File: config.mk
export PLATFORM = sky130hd
export DESIGN_NAME = reg_file_sb
export DESIGN_NICKNAME = d
export VERILOG_FILES = /design/src/rtl/reg_file_pkg.sv /design/src/rtl/reg_file_sb_register_n.sv /design/src/rtl/reg_file_sb.sv
export SDC_FILE = /design/constraint.sdc
export NUM_CORES = 1
export LEC_CHECK = 0
export BUFFER_PORTS_ARGS = -buffer_cell sky130_fd_sc_hd__buf_4
export CORE_ASPECT_RATIO = 1.75
export CORE_UTILIZATION = 50
export DETAILED_ROUTE_END_ITERATION = 8
export PLACE_DENSITY = 0.75
export SYNTH_ARGS = -nofsm -noshare
export SYNTH_HDL_FRONTEND = slang
export SYNTH_SLANG_ARGS = --single-unit
File: constraint.sdc
create_clock -name Clk -period 6.8 [get_ports Clk]
set_clock_uncertainty 0.05 [all_clocks]
set_input_delay 1.36 -clock Clk [delete_from_list [all_inputs] [get_ports Clk]]
set_output_delay 1.36 -clock Clk [all_outputs]
set_load 0.005 [all_outputs]
File: src/rtl/reg_file_pkg.sv
// ---------------------------------------------------------------------------
// reg_file_pkg
// Shared definitions for the general-purpose register file: default sizing,
// which the datapath and control FSM also use, and the bulk-clear sequencer
// state type.
// ---------------------------------------------------------------------------
package reg_file_pkg;

   localparam int WIDTH_DEF = 16;
   localparam int NREGS_DEF = 8;
   localparam int NREAD_DEF = 2;

   typedef enum logic [1:0] {
      IDLE  = 2'd0,
      SWEEP = 2'd1,
      DONE  = 2'd2
   } sweep_state_t;

endpackage

File: src/rtl/reg_file_sb_register_n.sv
// ---------------------------------------------------------------------------
// register_n
// Single WIDTH-bit storage register with load enable.
//   Clk       rising-edge clock
//   Reset     asynchronous active-high reset, clears Data_Out
//   Load      capture D at the next edge
//   D         next value
//   Data_Out  stored value
// ---------------------------------------------------------------------------
module register_n #(
   parameter int WIDTH = 16
) (
   input  logic             Clk,
   input  logic             Reset,
   input  logic             Load,
   input  logic [WIDTH-1:0] D,
   output logic [WIDTH-1:0] Data_Out
);

   always_ff @(posedge Clk or posedge Reset) begin
      if (Reset) begin
         Data_Out <= '0;
      end else if (Load) begin
         Data_Out <= D;
      end
   end

endmodule

File: src/rtl/reg_file_sb.sv
// ---------------------------------------------------------------------------
// reg_file_sb
// Register file with NREAD combinational read ports, write-through bypass,
// a per-register busy scoreboard and a sequenced bulk clear.
//   Clk, Reset          clock, asynchronous active-high reset
//   LD_REG, DR, DATA    write-back port (clears busy[DR])
//   ISSUE, ISSUE_DR     mark a destination busy
//   CLEAR               start the zeroing sweep
//   SR / SR_OUT         packed read indices / packed read data
//   SR_BUSY             busy bit of each read port's register
//   CLR_BUSY, CLR_DONE  sweep in progress / one-cycle completion pulse
//
// state | meaning
// IDLE  | normal operation: writes, issues, bypass and CLEAR honoured
// SWEEP | zeroing reg[cnt] each cycle, all inputs ignored
// DONE  | one-cycle completion pulse, all inputs ignored
// ---------------------------------------------------------------------------
module reg_file_sb
   import reg_file_pkg::*;
#(
   parameter  int WIDTH = WIDTH_DEF,
   parameter  int NREGS = NREGS_DEF,
   parameter  int NREAD = NREAD_DEF,
   localparam int AW    = $clog2(NREGS)
) (
   input  logic                   Clk,
   input  logic                   Reset,
   input  logic                   LD_REG,
   input  logic [AW-1:0]          DR,
   input  logic [WIDTH-1:0]       DATA,
   input  logic                   ISSUE,
   input  logic [AW-1:0]          ISSUE_DR,
   input  logic                   CLEAR,
   input  logic [NREAD*AW-1:0]    SR,
   output logic [NREAD*WIDTH-1:0] SR_OUT,
   output logic [NREAD-1:0]       SR_BUSY,
   output logic                   CLR_BUSY,
   output logic                   CLR_DONE
);

   sweep_state_t     state_q, state_d;
   logic [AW-1:0]    cnt_q;
   logic [NREGS-1:0] busy_q, busy_d;
   logic [WIDTH-1:0] reg_q [NREGS];
   logic [WIDTH-1:0] wr_data;
   logic             idle, sweeping, cnt_last;

   assign idle     = (state_q == IDLE);
   assign sweeping = (state_q == SWEEP);
   assign cnt_last = (cnt_q == AW'(NREGS - 1));

   // The sweep shares the register load path; it only ever writes zero.
   assign wr_data = sweeping ? '0 : DATA;

   // ---------------- sweep FSM ----------------
   always_ff @(posedge Clk or posedge Reset) begin
      if (Reset) begin
         state_q <= IDLE;
      end else begin
         state_q <= state_d;
      end
   end

   always_comb begin
      state_d = state_q;
      unique case (state_q)
         IDLE:    if (CLEAR) state_d = SWEEP;
         SWEEP:   if (cnt_last) state_d = DONE;
         DONE:    state_d = IDLE;
         default: state_d = IDLE;
      endcase
   end

   // Counter wraps to 0 after the last register since NREGS is a power of two.
   always_ff @(posedge Clk or posedge Reset) begin
      if (Reset) begin
         cnt_q <= '0;
      end else if (idle && CLEAR) begin
         cnt_q <= '0;
      end else if (sweeping) begin
         cnt_q <= cnt_q + AW'(1);
      end
   end

   // ---------------- busy scoreboard ----------------
   // ISSUE is applied after LD_REG so a same-index pair ends busy.
   always_comb begin
      busy_d = busy_q;
      if (idle) begin
         if (CLEAR) begin
            busy_d = '0;
         end else begin
            if (LD_REG) busy_d[DR] = 1'b0;
            if (ISSUE)  busy_d[ISSUE_DR] = 1'b1;
         end
      end
   end

   always_ff @(posedge Clk or posedge Reset) begin
      if (Reset) begin
         busy_q <= '0;
      end else begin
         busy_q <= busy_d;
      end
   end

   // ---------------- storage ----------------
   for (genvar i = 0; i < NREGS; i++) begin : g_reg
      logic load;
      assign load = (idle && LD_REG && (DR == AW'(i))) ||
                    (sweeping && (cnt_q == AW'(i)));

      register_n #(.WIDTH(WIDTH)) u_reg (
         .Clk      (Clk),
         .Reset    (Reset),
         .Load     (load),
         .D        (wr_data),
         .Data_Out (reg_q[i])
      );
   end

   // ---------------- read ports ----------------
   // Bypass forwards DATA only in IDLE; busy is never masked by bypass.
   for (genvar k = 0; k < NREAD; k++) begin : g_rd
      logic [AW-1:0] idx;
      assign idx = SR[k*AW +: AW];
      assign SR_OUT[k*WIDTH +: WIDTH] = (idle && LD_REG && (DR == idx)) ? DATA : reg_q[idx];
      assign SR_BUSY[k] = busy_q[idx];
   end

   assign CLR_BUSY = sweeping;
   assign CLR_DONE = (state_q == DONE);

endmodule

======== Word level (Yosys, flattened, before mapping) ========
Index checks and enable logic that the tools add are counted.
word-level totals
  register bits after elaboration ......... 141
  bits of input ports ..................... 33
  output and inout bits ................... 36
  logic and storage cells ................. 107
operators by class
  $add $sub $neg .......................... 1
  $lt $le $gt $ge ......................... 8
  equality and inequality tests ........... 20
  multiplexer cells ....................... 27
  bitwise gates (word level) .............. 5
  reductions and logical operators ........ 35
operator list
  operator                                                               count
  16-bit 2-to-1 mux                                                      7
  16-bit binary-select mux with 3-bit select                             2
  8-bit 2-to-1 mux                                                       5
  3-bit equality test, second input constant                             8
  1-bit logical AND                                                      22
  3-bit by 4-bit < comparator with 1-bit output, second input constant   4
  3-bit by 2-bit equality test with 1-bit output, second input constant  4
  8-bit AND                                                              1
  4-bit >= comparator, second input constant                             2
  1-bit logical OR                                                       8
  3-bit inverter with 4-bit output                                       2
  8-bit inverter                                                         1
  8-bit bitwise OR                                                       1
  1-bit binary-select mux with 3-bit select                              2
  1-bit demux with 3-bit select                                          2
  3-bit by 1-bit equality test with 1-bit output, second input constant  2
  3-bit equality test                                                    2
  3-bit by 1-bit >= comparator with 1-bit output, second input constant  2
  3-bit zero test                                                        2
  3-bit 2-to-1 mux                                                       2
  1-bit 2-to-1 mux                                                       4
  2-bit 2-to-1 mux                                                       2
  2-bit case mux with 2 select lines                                     1
  3-bit by 1-bit adder with 3-bit output, second input constant          1
  7 further kinds                                                        7

======== Logic depth before layout (Yosys ltp) ========
  word-level depth ........................ 12
  mapped depth ............................ 7
  gate-level depth less buffers ........... 5

======== Modules after synthesis ========
From an unflattened synthesis, not the netlist that was laid out.
unflattened totals
  cells, all modules ...................... 558
  area, all modules ....................... 9,012.4 um2
by module, submodules not included
  module       instances  cells each  area an instance (um2)  sequential area each (um2)
  register_n   8          35          653.1                   400.4
  reg_file_sb  1          278         3,787.4                 325.3

======== Least setup slack after synthesis ========
Ideal clock, no wire load.
  kind .................................... in2out
  start ................................... input port SR[0]
  end ..................................... output port SR_BUSY[0]
  arrival ................................. 2.622 ns
  required time ........................... 5.390 ns
  setup slack ............................. 2.768 ns
  stages on the path ...................... 4
  buffers on the path ..................... 2
  cells stage by stage .................... buf_2 -> buf_2 -> mux4_2 -> mux2_2
between the ends
  cells in the longest elaborated chain, start to end .. 2
ends and longest elaborated chain
  item                                       RTL line            text
  start: declaration                         reg_file_sb.sv:34   input logic [NREAD*AW-1:0] SR,
  1-bit binary-select mux with 3-bit select  reg_file_sb.sv:128  assign SR_BUSY[k] = busy_q[idx];
  1-bit 2-to-1 mux (implied by the code)     reg_file_sb.sv:128
  end: declaration                           reg_file_sb.sv:36   output logic [NREAD-1:0] SR_BUSY,
No other way between the ends. The select of a mux whose other input is x is not followed.

======== Final worst setup path ========
  start ................................... input port SR[0]
  end ..................................... output port SR_OUT[14]
between the ends
  cells in the longest elaborated chain, start to end .. 5
  elaborated cells between the ends (all ways) .. 7
  classes of those cells .................. eq/ne (1); mux (4); bitwise (1); reduce/logical (1)
ends and longest elaborated chain
  item                                                    RTL line            text
  3-bit inverter with 4-bit output (implied by the code)  reg_file_sb.sv:127  assign SR_OUT[k*WIDTH +: WIDTH] = (idle && LD_REG && (DR == idx)) ? DATA : reg_q[idx];
  16-bit binary-select mux with 3-bit select              reg_file_sb.sv:127
  16-bit 2-to-1 mux (implied by the code) (2 in series)   reg_file_sb.sv:127
  16-bit 2-to-1 mux *                                     reg_file_sb.sv:127
  end: declaration                                        reg_file_sb.sv:35   output logic [NREAD*WIDTH-1:0] SR_OUT,
Every way passes the cells marked *; elsewhere a longest branch is shown, timed or not. The select of a mux whose other input is x is not followed.

==> results.sh <==
export IMPL_status="finished with violations"
export IMPL_violations="DRC"
export IMPL_ys_flop_type="dfrtp_1"
export IMPL_end_kind="primary output"
export IMPL_r2r_end="g_reg[3].u_reg.Data_Out[14]"
export IMPL_timing_fmax_mhz=217.0
export IMPL_setup_violations=0
export IMPL_power_frac_comb_pct=34.4
export IMPL_numCtsBuffers=17
export IMPL_crit_arrival_ps=3200
export IMPL_synthArstFlopShare_pct=100.0
export IMPL_final_max_slew_viol_count=0
export IMPL_cts_root_buf="clkbuf_16"
export IMPL_final_cell_mix="dfrtp_1 (141), nand2_1 (79), buf_4 (74), mux4_2 (68), a22o_1 (49)"
export IMPL_pwr_density_cell_nw_per_um2=392.3
export IMPL_hold_path_end="g_reg[4].u_reg.Data_Out[8]"
export IMPL_cts_hold_buf=0
export IMPL_portBuffers=68
export IMPL_ant_nets=0
export IMPL_p_switching_mw=1.205
export IMPL_cts_resized=0
export IMPL_h_tree_depth=4
export IMPL_grt_use_total_pct=27.76
export IMPL_cp_start_kind="input pin"
export IMPL_drv_cap=0
export IMPL_tightestPinTransition_ps=1213
export IMPL_worstPathRequired_ps=5390
export IMPL_drcViolationCount=2
export IMPL_wl_per_cell_um=24.58
export IMPL_drtIter0Drc=560
export IMPL_ir_worst_vdd_uv=149.7
export IMPL_cts_tree="built"
export IMPL_hold_viol=0
export IMPL_dp_cells=876
export IMPL_synthCells=680
export IMPL_area_delta_synth_final_pct=13.90
export IMPL_finalNetCount=745
export IMPL_grt_pass1_vias=6466
export IMPL_max_slew_margin_pct=19.12
export IMPL_first_pass_iters=9
export IMPL_fin_crit_ps=4609
export IMPL_insertion_delay_ps=420
export IMPL_ys_top_cells_by_area="dfrtp_1 (44%), mux4_2 (19%), mux2_2 (6.3%)"
export IMPL_p_int_mw=2.415
export IMPL_gp_congestion=0.8641
export IMPL_grt_ovfl_total=0
export IMPL_vias=6092
export IMPL_r2r_start="state_q[1]"
export IMPL_n_antenna_cell=0
export IMPL_synth_top_area_share_pct=43.55
export IMPL_r2r_slack_ps=3520
export IMPL_min_path_type="reg -> reg"
export IMPL_drive_gt1_share_pct=31.85
export IMPL_synth_seq_cells=141
export IMPL_routed_via_density=6.709
export IMPL_critPathLaunch="SR[0]"
export IMPL_ys_seq_area_share_pct=43.55
export IMPL_dp_slack_ps=2253
export IMPL_final_cell_area_um2=9229
export IMPL_final_common_cell="dfrtp_1"
export IMPL_fin_setup_tns_ps=0
export IMPL_hold_depth=1
export IMPL_synth_distinct_cells=41
export IMPL_worst_slack_ps=2191
export IMPL_ff2ff_path_depth=4
export IMPL_hold_start="g_reg[4].u_reg.Data_Out[8]"
export IMPL_hpwl_um=13580
export IMPL_dieArea_um2=16740
export IMPL_synth_edf_count=0
export IMPL_wl_um=22320
export IMPL_syn_nets=719
export IMPL_rsz0062_at_grt="no"
export IMPL_grt_pass1_wl_um=34910
export IMPL_synthesis_area_um2=8103
export IMPL_io_pins=69
export IMPL_path_class="in -> out"
export IMPL_p_sw_share_pct=33.29
export IMPL_clkTransAtPathRegs_ps=60
export IMPL_num_rows=61
export IMPL_pwr_share_clk_pct=26.7
export IMPL_grt_max_degree=88
export IMPL_yosys_area_top_type="dfrtp_1"
export IMPL_leakage_nw=4.137
export IMPL_syn_area_per_cell_um2=11.92
export IMPL_antenna_found_initial=0
export IMPL_cp_max_fo=35
export IMPL_cts_max_path_buffers=2
export IMPL_power_share_sequential_pct=38.8
export IMPL_placeableCoreArea_um2=15880
export IMPL_fill_cells=1271
export IMPL_die_h_um=170.4
export IMPL_stdcell_count=908
export IMPL_placed_area_um2=8612
export IMPL_post_cts_setup_buffers=0
export IMPL_finalCritPeriodShare_pct=67.78
export IMPL_yosys_warnings=0
export IMPL_numClockSinks=141
export IMPL_fp_dieW_um=98.23
export IMPL_initial_core_util_pct=51.04
==> worst max-delay path by stage <==
stage | end | slack, ps | cells after the start
6_report | SR_OUT[14] | 2190 | 7
5_1_grt | SR_OUT[2] | 2080 | 7
4_1_cts | SR_OUT[0] | 2200 | 7
3_5_place_dp | SR_OUT[0] | 2250 | 7
3_3_place_gp | SR_OUT[17] | 2290 | 7
2_1_floorplan | busy_q[0] | 1610 | 1
==> metrics by stage <==
stage | total power, mW | utilization (%) | hold WS [ps]
after floorplan | 2.203 | - | 421.2
after global placement | 2.558 | 54.25 | 431.4
after detailed placement | 2.645 | 54.25 | 453.8
after CTS | 3.618 | 58.13 | 475.0
after global routing | 3.790 | 58.13 | 495.0
final | 3.620 | 58.13 | 474.9
==> power by group through the flow <==
| stage | Clock [mW] | Combinational, mW | Sequential [mW] |
|---|---|---|---|
| after floorplan | 0 | 0.896 | 1.31 |
| after global routing | 1.01 | 1.33 | 1.45 |
| final | 0.968 | 1.25 | 1.41 |
| after global placement | 0 | 1.19 | 1.36 |
| after detailed placement | 0 | 1.24 | 1.41 |
| after CTS | 0.974 | 1.25 | 1.40 |
==> state kept, by name (all words and copies together), names as in the netlist <==
register,count
state_q,2
cnt_q,3
busy_q,8
g.u_reg.Data_Out,128
==> final cells by class <==
type                       count  area (um^2)  area share, %
sequential                   141         3528          38.23
clock buffer                  20        456.7          4.948
tap                          189        236.5          2.562
timing repair buffer          74        555.5          6.020
clock inverter                12        160.2          1.735
inverter                       6        25.02         0.2711
multi-input combinational    466         4267          46.23
==> per-layer routing <==
| metal | global-route usage (%) | wire [um] | vias up |
|---|---|---|---|
| li1 | - | - | 2565 |
| met4 | 15.44 | 939 | 0 |
| met3 | 4.559 | 1668 | 83 |
| met2 | 49.27 | 11720 | 349 |
| met1 | 31.73 | 7997 | 3095 |
| met5 | 0 | 0 | - |
==> cells by family (layout without fill, tap and decap cells) <==
| group | count (synthesis) | in the layout | share of synthesized area [%] |
|---|---|---|---|
| DFF | 141 | 141 | 43.55 |
| xor gates and xnor gates | 6 | 6 | 0.6485 |
| and+or+nand+nor | 163 | 163 | 9.203 |
| adders and majority gates | 6 | 6 | 0.9265 |
| AOI/OAI and AO/OA | 141 | 141 | 11.80 |
| buffers and inverters | 73 | 112 | 4.077 |
| muxes | 150 | 150 | 29.80 |
==> synth_stat cells (all sizes together), types with 2 or more instances <==
cell type,n
a21oi,41
ha,6
mux2i,32
o21ai,43
a22oi,2
inv,6
clkbuf,39
nand4,3
and2,16
nand3,7
or3,2
buf,28
xnor2,6
nor3,3
nor2b,4
nor2,36
mux2,50
dfrtp,141
nor3b,3
a22o,49
and3,2
nand2,79
nand2b,4
mux4,68
==> worst max-delay path, cell delays in order <==
cell and delay (ps):
buf_4 550, xnor2_1 170, nand4_1 230, buf_4 400, nor2_1 70, a21oi_1 210
buf_4 160
Note: power is estimated with default switching activity, not from simulation.
